===== src/rtl/lut_result_writer.sv =====
// lut_result_writer: packs SIZE_W lookup results into AXI_DATA_W words and writes them as one databus transaction through a 2**DEPTH_W-word FIFO
module lut_result_writer #(
  parameter int DATA_W = 32,
  parameter int SIZE_W = 16,
  parameter int AXI_ADDR_W = 32,
  parameter int AXI_DATA_W = 32,
  parameter int LEN_W = 8,
  parameter int DEPTH_W = 4,
  localparam int DIFF = AXI_DATA_W / SIZE_W,
  localparam int AMT_W = LEN_W + $clog2(DIFF)
) (
  input  logic                    clk,
  input  logic                    rst,
  input  logic                    run,
  input  logic                    running,
  input  logic                    disabled,
  input  logic [DATA_W-1:0]       in0,
  input  logic [31:0]             delay0,
  input  logic [AXI_ADDR_W-1:0]   ext_addr,
  input  logic [AMT_W-1:0]        amount,
  output logic                    databus_valid_0,
  input  logic                    databus_ready_0,
  input  logic                    databus_last_0,
  output logic [AXI_ADDR_W-1:0]   databus_addr_0,
  output logic [AXI_DATA_W-1:0]   databus_wdata_0,
  output logic [AXI_DATA_W/8-1:0] databus_wstrb_0,
  output logic [LEN_W-1:0]        databus_len_0,
  input  logic [AXI_DATA_W-1:0]   databus_rdata_0,
  output logic                    done,
  output logic                    overflow,
  output logic                    error
);
  localparam int LW = DIFF > 1 ? $clog2(DIFF) : 1;
  localparam int SB = SIZE_W / 8;
  localparam int STRB_W = AXI_DATA_W / 8;
  localparam int DEPTH = 2 ** DEPTH_W;
  typedef enum logic [1:0] {IDLE, DELAY, CAPTURE, DRAIN} state_t;
  state_t state, state_n;
  logic [AXI_DATA_W-1:0] mem_d [DEPTH];
  logic [STRB_W-1:0] mem_s [DEPTH];
  logic [DEPTH_W:0] wptr, rptr;
  logic [AMT_W-1:0] amt, scnt;
  logic [LEN_W:0] words, bcnt, bcnt_n, words_c;
  logic [31:0] dcnt;
  logic [LW-1:0] lane;
  logic [AXI_DATA_W-1:0] pack, word_c;
  logic [STRB_W-1:0] strb_c;
  logic start, active, empty, full, pop, push, drop, last_s, fin;
  logic unused_ok;
  assign unused_ok = ^{running, databus_rdata_0, in0};
  always_comb begin
    start = run && !disabled && amount != '0;
    active = state == CAPTURE || state == DRAIN;
    empty = wptr == rptr;
    full = (wptr - rptr) == (DEPTH_W+1)'(DEPTH);
    databus_valid_0 = active && !empty;
    databus_wdata_0 = empty ? '0 : mem_d[rptr[DEPTH_W-1:0]];
    databus_wstrb_0 = empty ? '0 : mem_s[rptr[DEPTH_W-1:0]];
    pop = databus_valid_0 && databus_ready_0;
    last_s = scnt == amt - AMT_W'(1);
    push = state == CAPTURE && (lane == LW'(DIFF - 1) || last_s);
    drop = push && full && !pop;
    bcnt_n = bcnt + (LEN_W+1)'(pop) + (LEN_W+1)'(drop);
    fin = active && (pop || drop) && bcnt_n == words;
    words_c = (LEN_W+1)'(({1'b0, amount} + (AMT_W+1)'(DIFF - 1)) >> $clog2(DIFF));
    word_c = pack;
    strb_c = '0;
    for (int i = 0; i < DIFF; i++) begin
      if (LW'(i) == lane) word_c[i*SIZE_W +: SIZE_W] = in0[SIZE_W-1:0];
      if (LW'(i) <= lane) strb_c[i*SB +: SB] = '1;
    end
    state_n = state;
    if (start) state_n = delay0 == 32'd0 ? CAPTURE : DELAY;
    else if (fin) state_n = IDLE;
    else if (state == DELAY && dcnt == 32'd1) state_n = CAPTURE;
    else if (state == CAPTURE && last_s) state_n = DRAIN;
  end
  always_ff @(posedge clk) begin
    if (push && !drop) begin
      mem_d[wptr[DEPTH_W-1:0]] <= word_c;
      mem_s[wptr[DEPTH_W-1:0]] <= strb_c;
    end
  end
  always_ff @(posedge clk) begin
    if (rst) begin
      state <= IDLE;
      wptr <= '0;
      rptr <= '0;
      amt <= '0;
      scnt <= '0;
      words <= '0;
      bcnt <= '0;
      dcnt <= '0;
      lane <= '0;
      pack <= '0;
      databus_addr_0 <= '0;
      databus_len_0 <= '0;
      done <= 1'b1;
      overflow <= 1'b0;
      error <= 1'b0;
    end else begin
      state <= state_n;
      if (start) begin
        wptr <= '0;
        rptr <= '0;
        amt <= amount;
        scnt <= '0;
        words <= words_c;
        bcnt <= '0;
        dcnt <= delay0;
        lane <= '0;
        pack <= '0;
        databus_addr_0 <= ext_addr;
        databus_len_0 <= LEN_W'(words_c - (LEN_W+1)'(1));
        done <= 1'b0;
        overflow <= 1'b0;
        error <= 1'b0;
      end else begin
        if (state == DELAY) dcnt <= dcnt - 32'd1;
        if (state == CAPTURE) begin
          scnt <= scnt + AMT_W'(1);
          lane <= push ? '0 : lane + LW'(1);
          pack <= push ? '0 : word_c;
        end
        if (push && !drop) wptr <= wptr + (DEPTH_W+1)'(1);
        if (pop) rptr <= rptr + (DEPTH_W+1)'(1);
        if (pop || drop) bcnt <= bcnt_n;
        if (drop) overflow <= 1'b1;
        if (pop && databus_last_0 && bcnt_n != words) error <= 1'b1;
        if (fin) done <= 1'b1;
      end
    end
  end
endmodule


===== config.mk =====
export PLATFORM = sky130hd
export DESIGN_NAME = lut_result_writer
export DESIGN_NICKNAME = d
export VERILOG_FILES = /design/src/rtl/lut_result_writer.sv
export SDC_FILE = /design/constraint.sdc
export NUM_CORES = 1
export LEC_CHECK = 0
export ABC_CLOCK_PERIOD_IN_PS = 6200
export BUFFER_PORTS_ARGS = -buffer_cell sky130_fd_sc_hd__buf_2
export CAP_MARGIN = 40
export CORE_ASPECT_RATIO = 1.2
export CORE_MARGIN = 2
export CORE_UTILIZATION = 30
export DETAILED_ROUTE_END_ITERATION = 7
export PLACE_DENSITY = 0.58
export SYNTH_ARGS = -nofsm -noshare
export SYNTH_HDL_FRONTEND = slang
export SYNTH_SLANG_ARGS = --single-unit

===== constraint.sdc =====
create_clock -name clk -period 6.2 [get_ports clk]
set_input_delay 1.24 -clock clk [delete_from_list [all_inputs] [get_ports clk]]
set_output_delay 1.24 -clock clk [all_outputs]
set_load 0.02 [all_outputs]

==> results of run 1 <==
## path summary, 6_finish.rpt
| path | endpoint | cells past startpoint |
|---|---|---|
| min | databus_addr_0[22]$_SDFFE_PP0P_ | 2 |
| max | state[0]$_SDFFE_PP0P_ | 15 |
| min reg2reg | databus_addr_0[22]$_SDFFE_PP0P_ | 2 |
| max reg2reg | state[0]$_SDFFE_PP0P_ | 15 |
## power groups by stage
stage / clock [mW] / sequential, mW / combinational, mW
detailed placement: 0 / 5.09 / 0.285
global route: 4.63 / 4.99 / 0.316
global placement: 0 / 5.09 / 0.273
CTS: 4.45 / 4.99 / 0.287
floorplan: 0 / 5.10 / 0.162
finish: 4.35 / 4.99 / 0.285
## state kept, by name (all words and copies together) (netlist names), named ones only
name,flops
mem_s,16
state,2
databus_addr_0,32
lane,1
rptr,5
amt,9
databus_len_0,8
done,1
error,1
mem_d,512
bcnt,9
words,9
scnt,9
wptr,5
dcnt,32
pack,32
overflow,1
## cell type report
| cell class | count | share of cell area, % |
|---|---|---|
| Inverter | 52 | 0.5955 |
| Tap cell | 1240 | 4.734 |
| Antenna cell | 3 | 0.02291 |
| Sequential cell | 688 | 58.18 |
| Clock inverter | 22 | 0.8589 |
| Timing Repair Buffer | 209 | 3.695 |
| Multi-Input combinational cell | 910 | 25.31 |
| Clock buffer | 111 | 6.600 |
## layout by cell type (no fill, tap or decap), types with 8 or more instances in the layout
cell type | Yosys | routed
edfxtp_1 | 528 | 528
buf_2 | 2 | 174
mux4_2 | 165 | 165
nand2_1 | 159 | 159
dfxtp_1 | 160 | 155
nor2_1 | 101 | 88
clkbuf_16 | 0 | 76
a21oi_1 | 66 | 66
inv_1 | 51 | 51
o21ai_0 | 46 | 46
xor2_1 | 44 | 44
mux2i_1 | 39 | 39
and2_1 | 38 | 38
a211oi_1 | 38 | 38
xnor2_1 | 36 | 36
buf_4 | 2 | 30
nand3_1 | 23 | 23
clkbuf_1 | 70 | 22
ha_1 | 17 | 17
nor3_1 | 20 | 16
nor4_1 | 15 | 15
nand4_1 | 14 | 14
or3_1 | 14 | 13
clkbuf_8 | 0 | 13
nor2_4 | 0 | 12
nand3b_1 | 11 | 11
and3_1 | 8 | 8
## worst reg2reg max path: stages, from the launching register on
cell	delay (ns)
dfxtp_1	0.35
or4_1	0.65
or4_1	0.45
a211o_1	0.32
a311oi_4	0.42
a21oi_1	0.24
nor2_1	0.27
fa_1	0.27
ha_1	0.24
nand3_1	0.16
nor3_1	0.37
xnor2_1	0.12
a2111oi_0	0.36
and3_1	0.27
nand3b_1	0.14
a31o_2	0.27
## layer usage
layer | wire length [um] | vias up | GRT usage (%)
met5 | 14 | - | 0
met4 | 1589 | 2 | 3.984
met3 | 3612 | 112 | 2.923
met2 | 32310 | 425 | 23.55
met1 | 27990 | 7981 | 17.89
li1 | - | 7074 | -
## cell families (layout without fill, tap and decap cells)
logic type	count (synthesis)	after routing	share of synthesized area, %
other	0	3	0
and+or+nand+nor	432	432	7.381
adders and majority gates	18	18	0.8371
buffers and inverters	147	394	2.021
AOI/OAI and AO/OA	176	176	3.916
muxes	204	204	14.77
xor gates and xnor gates	80	80	2.520
DFF	688	688	68.55
==> impl_metrics.tcl, run 1 <==
set metrics [dict create \
    multiInputGateArea_sq_um 8295 \
    syn2layout_area_growth_pct 17.89 \
    cts_tree "built" \
    synth_top_area_share_pct 57.03 \
    fin_crit_ns 4.989 \
    yosys_warnings 0 \
    powerDensity_nw_per_um2 293.8 \
    yosysUniqueCellTypes 57 \
    crit_path_start_kind "register" \
    synth.avg_cell_area_sq_um 15.93 \
    arrival_ns 5.50 \
    path_clk_slew_ns 0.05 \
    hold_class "register to register" \
    syn_nets 1907 \
    required_ns 6.71 \
    pin_count 224 \
    worst_slew_pin_slew_ns 0.8628 \
    p_seq_share_pct 51.8 \
    grt-ovfl-total 0 \
    crit_slowest_cell "or4_1" \
    power_frac_comb_pct 3.0 \
    synth_area_leaders "edfxtp_1 (57%), mux4_2 (13%), dfxtp_1 (12%)" \
    max_stage_delay_ns 0.65 \
    drive_above_1_share_pct 25.70 \
    synthFlopType "edfxtp_1" \
    antenna_found_initial 3 \
    cp_top_family "simple AND/OR/NAND/NOR gates" \
    first_iter_violations 1288 \
    synth-seq-cells 688 \
    max_cap_viol_count 0 \
    final_util_pct 35.61 \
    holdBufCountCts 0 \
    numCtsBuffers 74 \
    grt_max_degree 90 \
    max-clock-path-buffers 3 \
    place_area_sq_um 30320 \
    final_nets 2097 \
    rows 122 \
    place_congestion 0.7745 \
    tns_ns 0 \
    slew_viol_final 0 \
    relSlewSlack_pct 42.34 \
    grt_pass1_vias 16330 \
    insertion_delay_ns 0.61 \
    regArea_sq_um 19070 \
    synth_top_area_cell "edfxtp_1" \
    synth_common_cells "edfxtp_1 (528), mux4_2 (165), dfxtp_1 (160)" \
    path_class "register to register" \
    wl_per_cell_um 20.25 \
    placed_cells 3099 \
    finalWorstSetupSlack_ns 1.211 \
    final.period_utilization_pct 80.47 \
    total_power_mw 9.628 \
    hp-start "databus_addr_0[22]$_SDFFE_PP0P_" \
    switching_power_mw 2.037 \
    die-area_sq_um 95130 \
    post-place-ws_ns 1.193 \
    p_sw_share_pct 21.16 \
    drtPass1Iterations 5 \
    dpl.hpwl_um 38350 \
    die_w_um 281.9 \
    fin_hold_ws_ns 0.4520 \
    dr_total_vias 15590 \
    critPathLaunch "amt[0]$_SDFFE_PP0P_" \
    clock-sinks 688 \
    finClkSkew_ns 0.02588 \
    p_int_mw 7.592 \
    track_usage_pct 13.89 \
    grt_pass1_wl_um 99180 \
    synth_seq_area_share_pct 68.55 \
    initial_core_util_pct 30.20 \
    ant_nets 0 \
    status "finished clean" \
    crit_fanout 5 \
    final_area_sq_um 32780 \
    post-synth-top-count-cell "edfxtp_1" \
    port-buffer-count 174 \
    netlist_area_sq_um 27800 \
    postCtsSetupRepairBufs 0 \
    final_hold_viol_count 0 \
    clkPwrFrac_pct 45.2 \
    core_area_sq_um 92050 \
    fp.dieH_um 337.5 \
    fillers 8658 \
    end_kind "register" \
    crit_top_cell "or4_1" \
    drc 0 \
    cp_cell_sequence "or4_1 -> or4_1 -> a211o_1 -> a311oi_4 -> a21oi_1 -> nor2_1 -> fa_1 -> ha_1 -> nand3_1 -> nor3_1 -> xnor2_1 -> a2111oi_0 -> and3_1 -> nand3b_1 -> a31o_2" \
    cts_root_buffer "clkbuf_16" \
    viasPerCell 4.820 \
    synthArstFlopShare_pct 0 \
    ctsHtreeMaxLevel 3 \
    stdcell_count 3235 \
    synthCells 1745 \
    setup_viol 0 \
    power_leakage_nw 11.05 \
    fmax_mhz 200.4 \
    critPathBufInv 0 \
    synth_edf_count 528 \
    vdd_drop_max_mv 0.1840 \
    wirelength_um 65520 \
    reg2reg_from "amt[0]$_SDFFE_PP0P_" \
    ctsResizeCount 0 \
    rsz0062_at_grt "no" \
    reg2reg_slack_ns 1.21 \
]
No activity file was read; power rests on OpenSTA's default activity.
==> inputs of run 2 (changes only) <==
--- a/config.mk
+++ b/config.mk
@@ -5,7 +5,7 @@
 export SDC_FILE = /design/constraint.sdc
 export NUM_CORES = 1
 export LEC_CHECK = 0
-export ABC_CLOCK_PERIOD_IN_PS = 6200
+export ABC_CLOCK_PERIOD_IN_PS = 5100
 export BUFFER_PORTS_ARGS = -buffer_cell sky130_fd_sc_hd__buf_2
 export CAP_MARGIN = 40
 export CORE_ASPECT_RATIO = 1.2
==> constraint.sdc (replaced) <==
create_clock -name clk -period 5.1 [get_ports clk]
set_input_delay 1.02 -clock clk [delete_from_list [all_inputs] [get_ports clk]]
set_output_delay 1.02 -clock clk [all_outputs]
set_load 0.02 [all_outputs]
==> run 2 against run 1 <==
Compared with the run above:
- clock skew grew 0.013 ns
- critical path depth is the same
- setup slack lost 0.74 ns
- utilization grew 0.20 points
- design area grew 0.57%
- sequential cell count is the same
- combinational power grew 22%
- wire length grew 2.9%
- worst hold slack gained 0.0026 ns
- die area is the same
- sequential share of layout area shrank 0.33 points
- clock power grew 23%
- critical path type unchanged
==> impl_metrics.tcl, run 2 (synthesis results as in run 1) <==
set metrics [dict create \
    crit_path_start_kind "register" \
    postCtsSetupRepairBufs 0 \
    pin_count 224 \
    multiInputGateArea_sq_um 8332 \
    numCtsBuffers 77 \
    layout_common_cells "edfxtp_1 (528), buf_2 (173), mux4_2 (165)" \
    fin_hold_ws_ns 0.4546 \
    wl_per_cell_um 20.73 \
    reg2reg_from "amt[2]$_SDFFE_PP0P_" \
    status "finished clean" \
    antenna_found_initial 7 \
    max_stage_delay_ns 0.61 \
    path_clk_slew_ns 0.06 \
    fillers 8648 \
    core_area_sq_um 92050 \
    arrival_ns 5.16 \
    largest_reg_flops 512 \
    clock-sinks 688 \
    final_hold_viol_count 0 \
    final.period_utilization_pct 90.73 \
    path_class "register to register" \
    die_w_um 281.9 \
    dr_total_vias 15920 \
    finalWorstSetupSlack_ns 0.4726 \
    crit_fanout 8 \
    port-buffer-count 174 \
    ctsHtreeMaxLevel 3 \
    max-clock-path-buffers 3 \
    setup_viol 0 \
    regArea_sq_um 19070 \
    cts_tree "built" \
    rows 122 \
    wirelength_um 67410 \
    initial_core_util_pct 30.20 \
    first_iter_violations 1192 \
    dpl.hpwl_um 38570 \
    total_power_mw 11.78 \
    tns_ns 0 \
    end_kind "register" \
    routed-wl-met2_um 33270 \
    grt_pass1_wl_um 100700 \
    final_area_sq_um 32960 \
    power_leakage_nw 11.10 \
    grt-ovfl-total 0 \
    fmax_mhz 216.1 \
    cp_top_family "simple AND/OR/NAND/NOR gates" \
    final_common_cell "edfxtp_1" \
    required_ns 5.63 \
    crit_slowest_cell "or4_1" \
    slew_viol_final 0 \
    cts_root_buffer "clkbuf_16" \
    worst_slew_pin_slew_ns 0.8984 \
    final_nets 2110 \
    cp_cell_sequence "or4_1 -> or4_1 -> a211o_1 -> a311oi_4 -> a21oi_1 -> nor2_1 -> fa_1 -> ha_1 -> nand3_1 -> nor3_2 -> xnor2_1 -> a2111oi_2 -> and3_1 -> nand3b_1 -> a31o_2" \
    ant_nets 0 \
    drtPass1Iterations 5 \
    grt_pass1_vias 16390 \
    final_util_pct 35.81 \
    place_congestion 0.7724 \
    hp-start "databus_addr_0[1]$_SDFFE_PP0P_" \
    powerDensity_nw_per_um2 357.4 \
    vdd_drop_max_mv 0.2186 \
    crit_top_cell "or4_1" \
    stdcell_count 3252 \
    hold_class "register to register" \
    post-place-ws_ns 0.1185 \
    relSlewSlack_pct 40.11 \
    critPathBufInv 0 \
    fin_crit_ns 4.627 \
    die-area_sq_um 95130 \
    insertion_delay_ns 0.63 \
    wl_met3_um 4266 \
    place_area_sq_um 30460 \
    syn2layout_area_growth_pct 18.57 \
    critPathLaunch "amt[2]$_SDFFE_PP0P_" \
    drive_above_1_share_pct 26.43 \
    top_layer_used "met5" \
    max_cap_viol_count 0 \
    finClkSkew_ns 0.03856 \
    track_usage_pct 14.15 \
    fp.dieH_um 337.5 \
    placed_cells 3109 \
    grt_max_degree 90 \
    rsz0062_at_grt "no" \
    viasPerCell 4.896 \
    drc 0 \
    wl_met1_um 28370 \
]
-- run 2: changes by cell type in the layout (fill, tap and decap cells not counted), sizes merged --
cell,previous run,this run
buf,209,218
clkinvlp,2,5
clkinv,16,36
clkbuf,111,93
clkdlybuf4s15,0,1
bufinv,2,4
-- run 2: per-layer routing --
metal | vias to the layer above | global-route usage (%)
li1 | 7104 | -
met5 | - | 0
met1 | 8203 | 18.36
met3 | 98 | 2.930
met4 | 6 | 3.893
met2 | 511 | 23.94
-- run 2: worst paths after layout --
| kind | end | slack (ns) | cells past startpoint |
|---|---|---|---|
| worst min-delay path | databus_addr_0[1]$_SDFFE_PP0P_ | 0.45 | 2 |
| worst min register to register | databus_addr_0[1]$_SDFFE_PP0P_ | 0.45 | 2 |
| worst max-delay path | state[0]$_SDFFE_PP0P_ | 0.47 | 15 |
| worst max register to register | state[0]$_SDFFE_PP0P_ | 0.47 | 15 |
-- run 2: where the power goes --
part	internal (mW)	switching, mW	total [mW]
sequential	6.03	0.0365	6.07
combinational	0.125	0.224	0.349
clock	3.10	2.27	5.36
total	9.25	2.53	11.8
-- run 2: area by class of cell --
cell class / instances / share of cell area, %
multi-input cells: 910 / 25.28
inverters: 52 / 0.5922
clock buffers: 93 / 6.214
well taps: 1240 / 4.707
diodes: 3 / 0.02278
flip-flops and latches: 688 / 57.85
clock inverters: 47 / 1.321
repair buffers: 219 / 4.012
-- run 2: timing repair --
item / 4_1_cts / 5_1_grt
endpoints found under the setup margin: 0 / 4
resized for setup: 0 / 3
hold buffers: 0 / 0
-- run 2: worst register-to-register path: cells and delay by family, from the launching register on --
family / cells / cell delay [ns]
AND/OR/NAND/NOR: 7 / 2.09
AO/OA/AOI/OAI: 5 / 1.44
adder cells (fa/ha/maj): 2 / 0.52
flip-flops: 1 / 0.38
XOR/XNOR: 1 / 0.12
==> inputs of run 3 (changes only) <==
--- a/config.mk
+++ b/config.mk
@@ -13,6 +13,7 @@
 export CORE_UTILIZATION = 30
 export DETAILED_ROUTE_END_ITERATION = 7
 export PLACE_DENSITY = 0.58
+export REMOVE_ABC_BUFFERS = 1
 export SYNTH_ARGS = -nofsm -noshare
 export SYNTH_HDL_FRONTEND = slang
 export SYNTH_SLANG_ARGS = --single-unit
==> run 3 against run 2 <==
Compared with the run above:
- fmax down 3.6%
- register-to-register slack got worse by 0.17 ns
- combinational power shrank 3%
- die area unchanged
- clock skew is 0.013 ns lower
- critical path depth is the same
- worst hold slack worse by 0.0016 ns
- sequential share of layout area about the same
- via count down 2.0%
- sequential cell count unchanged
- utilization about the same
==> impl_metrics.tcl, run 3 (synthesis results as in run 1) <==
set metrics [dict create \
    status "finished clean" \
    ant_nets 0 \
    rows 122 \
    setup_viol 0 \
    layout_common_cells "edfxtp_1 (528), buf_2 (174), mux4_2 (165)" \
    critPathLaunch "amt[0]$_SDFFE_PP0P_" \
    final.period_utilization_pct 94.11 \
    vdd_drop_max_mv 0.2305 \
    path_clk_slew_ns 0.06 \
    largest_reg_flops 512 \
    grt_max_degree 89 \
    wl_per_cell_um 20.15 \
    final_common_cell "edfxtp_1" \
    post-place-ws_ns 0.3034 \
    regArea_sq_um 19070 \
    insertion_delay_ns 0.62 \
    max_cap_viol_count 0 \
    initial_core_util_pct 30.20 \
    arrival_ns 5.30 \
    pin_count 224 \
    antenna_found_initial 8 \
    fp.dieH_um 337.5 \
    die-area_sq_um 95130 \
    core_area_sq_um 92050 \
    antenna-diode-count 0 \
    ctsHtreeMaxLevel 3 \
    power_leakage_nw 11.18 \
    power_frac_comb_pct 2.8 \
    relSlewSlack_pct 40.85 \
    stdcell_count 3240 \
    path_class "register to register" \
    grt_pass1_wl_um 99010 \
    dpl.hpwl_um 37530 \
    drtPass1Iterations 5 \
    wirelength_um 65300 \
    end_kind "register" \
    drc 0 \
    drive_above_1_share_pct 26.80 \
    grt_pass1_vias 16340 \
    powerDensity_nw_per_um2 365.5 \
    postCtsSetupRepairBufs 0 \
    clkPwrFrac_pct 46.9 \
    ctsResizeCount 0 \
    fillers 8631 \
    placed_cells 3104 \
    place_congestion 0.7783 \
    syn2layout_area_growth_pct 18.62 \
    hold_class "register to register" \
    max-clock-path-buffers 3 \
    r2r-end "state[0]$_SDFFE_PP0P_" \
    numCtsBuffers 74 \
    final_area_sq_um 32980 \
    crit_fanout 5 \
    grt-ovfl-total 0 \
    p_seq_share_pct 50.3 \
    multiInputGateArea_sq_um 8295 \
    finClkSkew_ns 0.02540 \
    switching_power_mw 2.511 \
    final_nets 2102 \
    tns_ns 0 \
    final_hold_viol_count 0 \
    p_sw_share_pct 20.83 \
    rsz0062_at_grt "no" \
    clock-sinks 688 \
    fmax_mhz 208.3 \
    reg2reg_slack_ns 0.30 \
    worst_slew_pin_slew_ns 0.8873 \
    dr_total_vias 15600 \
    crit_end "state[0]$_SDFFE_PP0P_" \
    fin_crit_ns 4.800 \
    first_iter_violations 1268 \
    port-buffer-count 174 \
    cts_root_buffer "clkbuf_16" \
    cts_tree "built" \
    p_int_mw 9.544 \
    r2r_cells 15 \
    crit_path_start_kind "register" \
    finalWorstSetupSlack_ns 0.3003 \
    reg2reg_from "amt[0]$_SDFFE_PP0P_" \
    die_w_um 281.9 \
    holdBufCountCts 0 \
    slew_viol_final 0 \
    required_ns 5.60 \
    viasPerCell 4.815 \
    place_area_sq_um 30370 \
    track_usage_pct 13.87 \
]
run 3: cell types whose count changed in the layout (fill, tap and decap cells not counted), sizes merged, moves of 3 or more:
cell | before | now
buf | 218 | 214
bufinv | 4 | 10
clkinv | 36 | 24
clkinvlp | 5 | 2
diode | 3 | 0
inv | 54 | 57
run 3: stage by stage:
stage | utilization [%] | hold WS (ns) | power [mW]
after floorplan | - | 0.4244 | 6.380
after global placement | 32.95 | 0.4342 | 6.512
after detailed placement | 32.99 | 0.4417 | 6.524
after CTS | 35.83 | 0.4525 | 12.17
after global routing | 35.83 | 0.4715 | 12.43
final | 35.83 | 0.4530 | 12.05
run 3: worst min-delay path by stage:
stage                               startpoint                         endpoint  slack, ns  cells past startpoint
2_1_floorplan            pack[16]$_SDFFE_PP0P_            pack[16]$_SDFFE_PP0P_       0.42                      2
6_report       databus_addr_0[15]$_SDFFE_PP0P_  databus_addr_0[15]$_SDFFE_PP0P_       0.45                      2
5_1_grt          databus_len_0[2]$_SDFFE_PP0P_    databus_len_0[2]$_SDFFE_PP0P_       0.47                      2
3_5_place_dp             pack[22]$_SDFFE_PP0P_            pack[22]$_SDFFE_PP0P_       0.44                      2
4_1_cts          databus_len_0[2]$_SDFFE_PP0P_    databus_len_0[2]$_SDFFE_PP0P_       0.45                      2
3_3_place_gp             pack[23]$_SDFFE_PP0P_            pack[23]$_SDFFE_PP0P_       0.43                      2
run 3: power by group through the flow:
stage,combinational [mW],sequential [mW],clock [mW]
after floorplan,0.182,6.20,0
after global placement,0.330,6.18,0
after detailed placement,0.339,6.18,0
after CTS,0.341,6.07,5.77
after global routing,0.381,6.07,5.98
final,0.340,6.07,5.65
run 3: area by class of cell:
cell class	instances	share of cell area, %
flip-flops and latches	688	57.83
multi-input cells	910	25.16
clock buffers	95	6.223
well taps	1240	4.705
repair buffers	214	3.817
clock inverters	41	1.681
inverters	52	0.5919
run 3: critical path, stage by stage (launching register included):
cell	delay [ns]
dfxtp_1	0.35
or4_1	0.65
or4_1	0.46
a211o_1	0.31
a311oi_4	0.39
a21oi_1	0.21
nor2_1	0.24
fa_1	0.27
ha_1	0.24
nand3_1	0.17
nor3_1	0.33
xnor2_1	0.11
a2111oi_0	0.33
and3_1	0.26
nand3b_1	0.13
a31o_2	0.25
run 3: per-layer routing:
layer	global-route usage, %	wire (um)	vias to the layer above
met4	3.656	1326	10
met1	18.64	28580	7947
li1	-	-	7075
met2	22.72	31330	467
met5	0	60	-
met3	2.999	3997	101
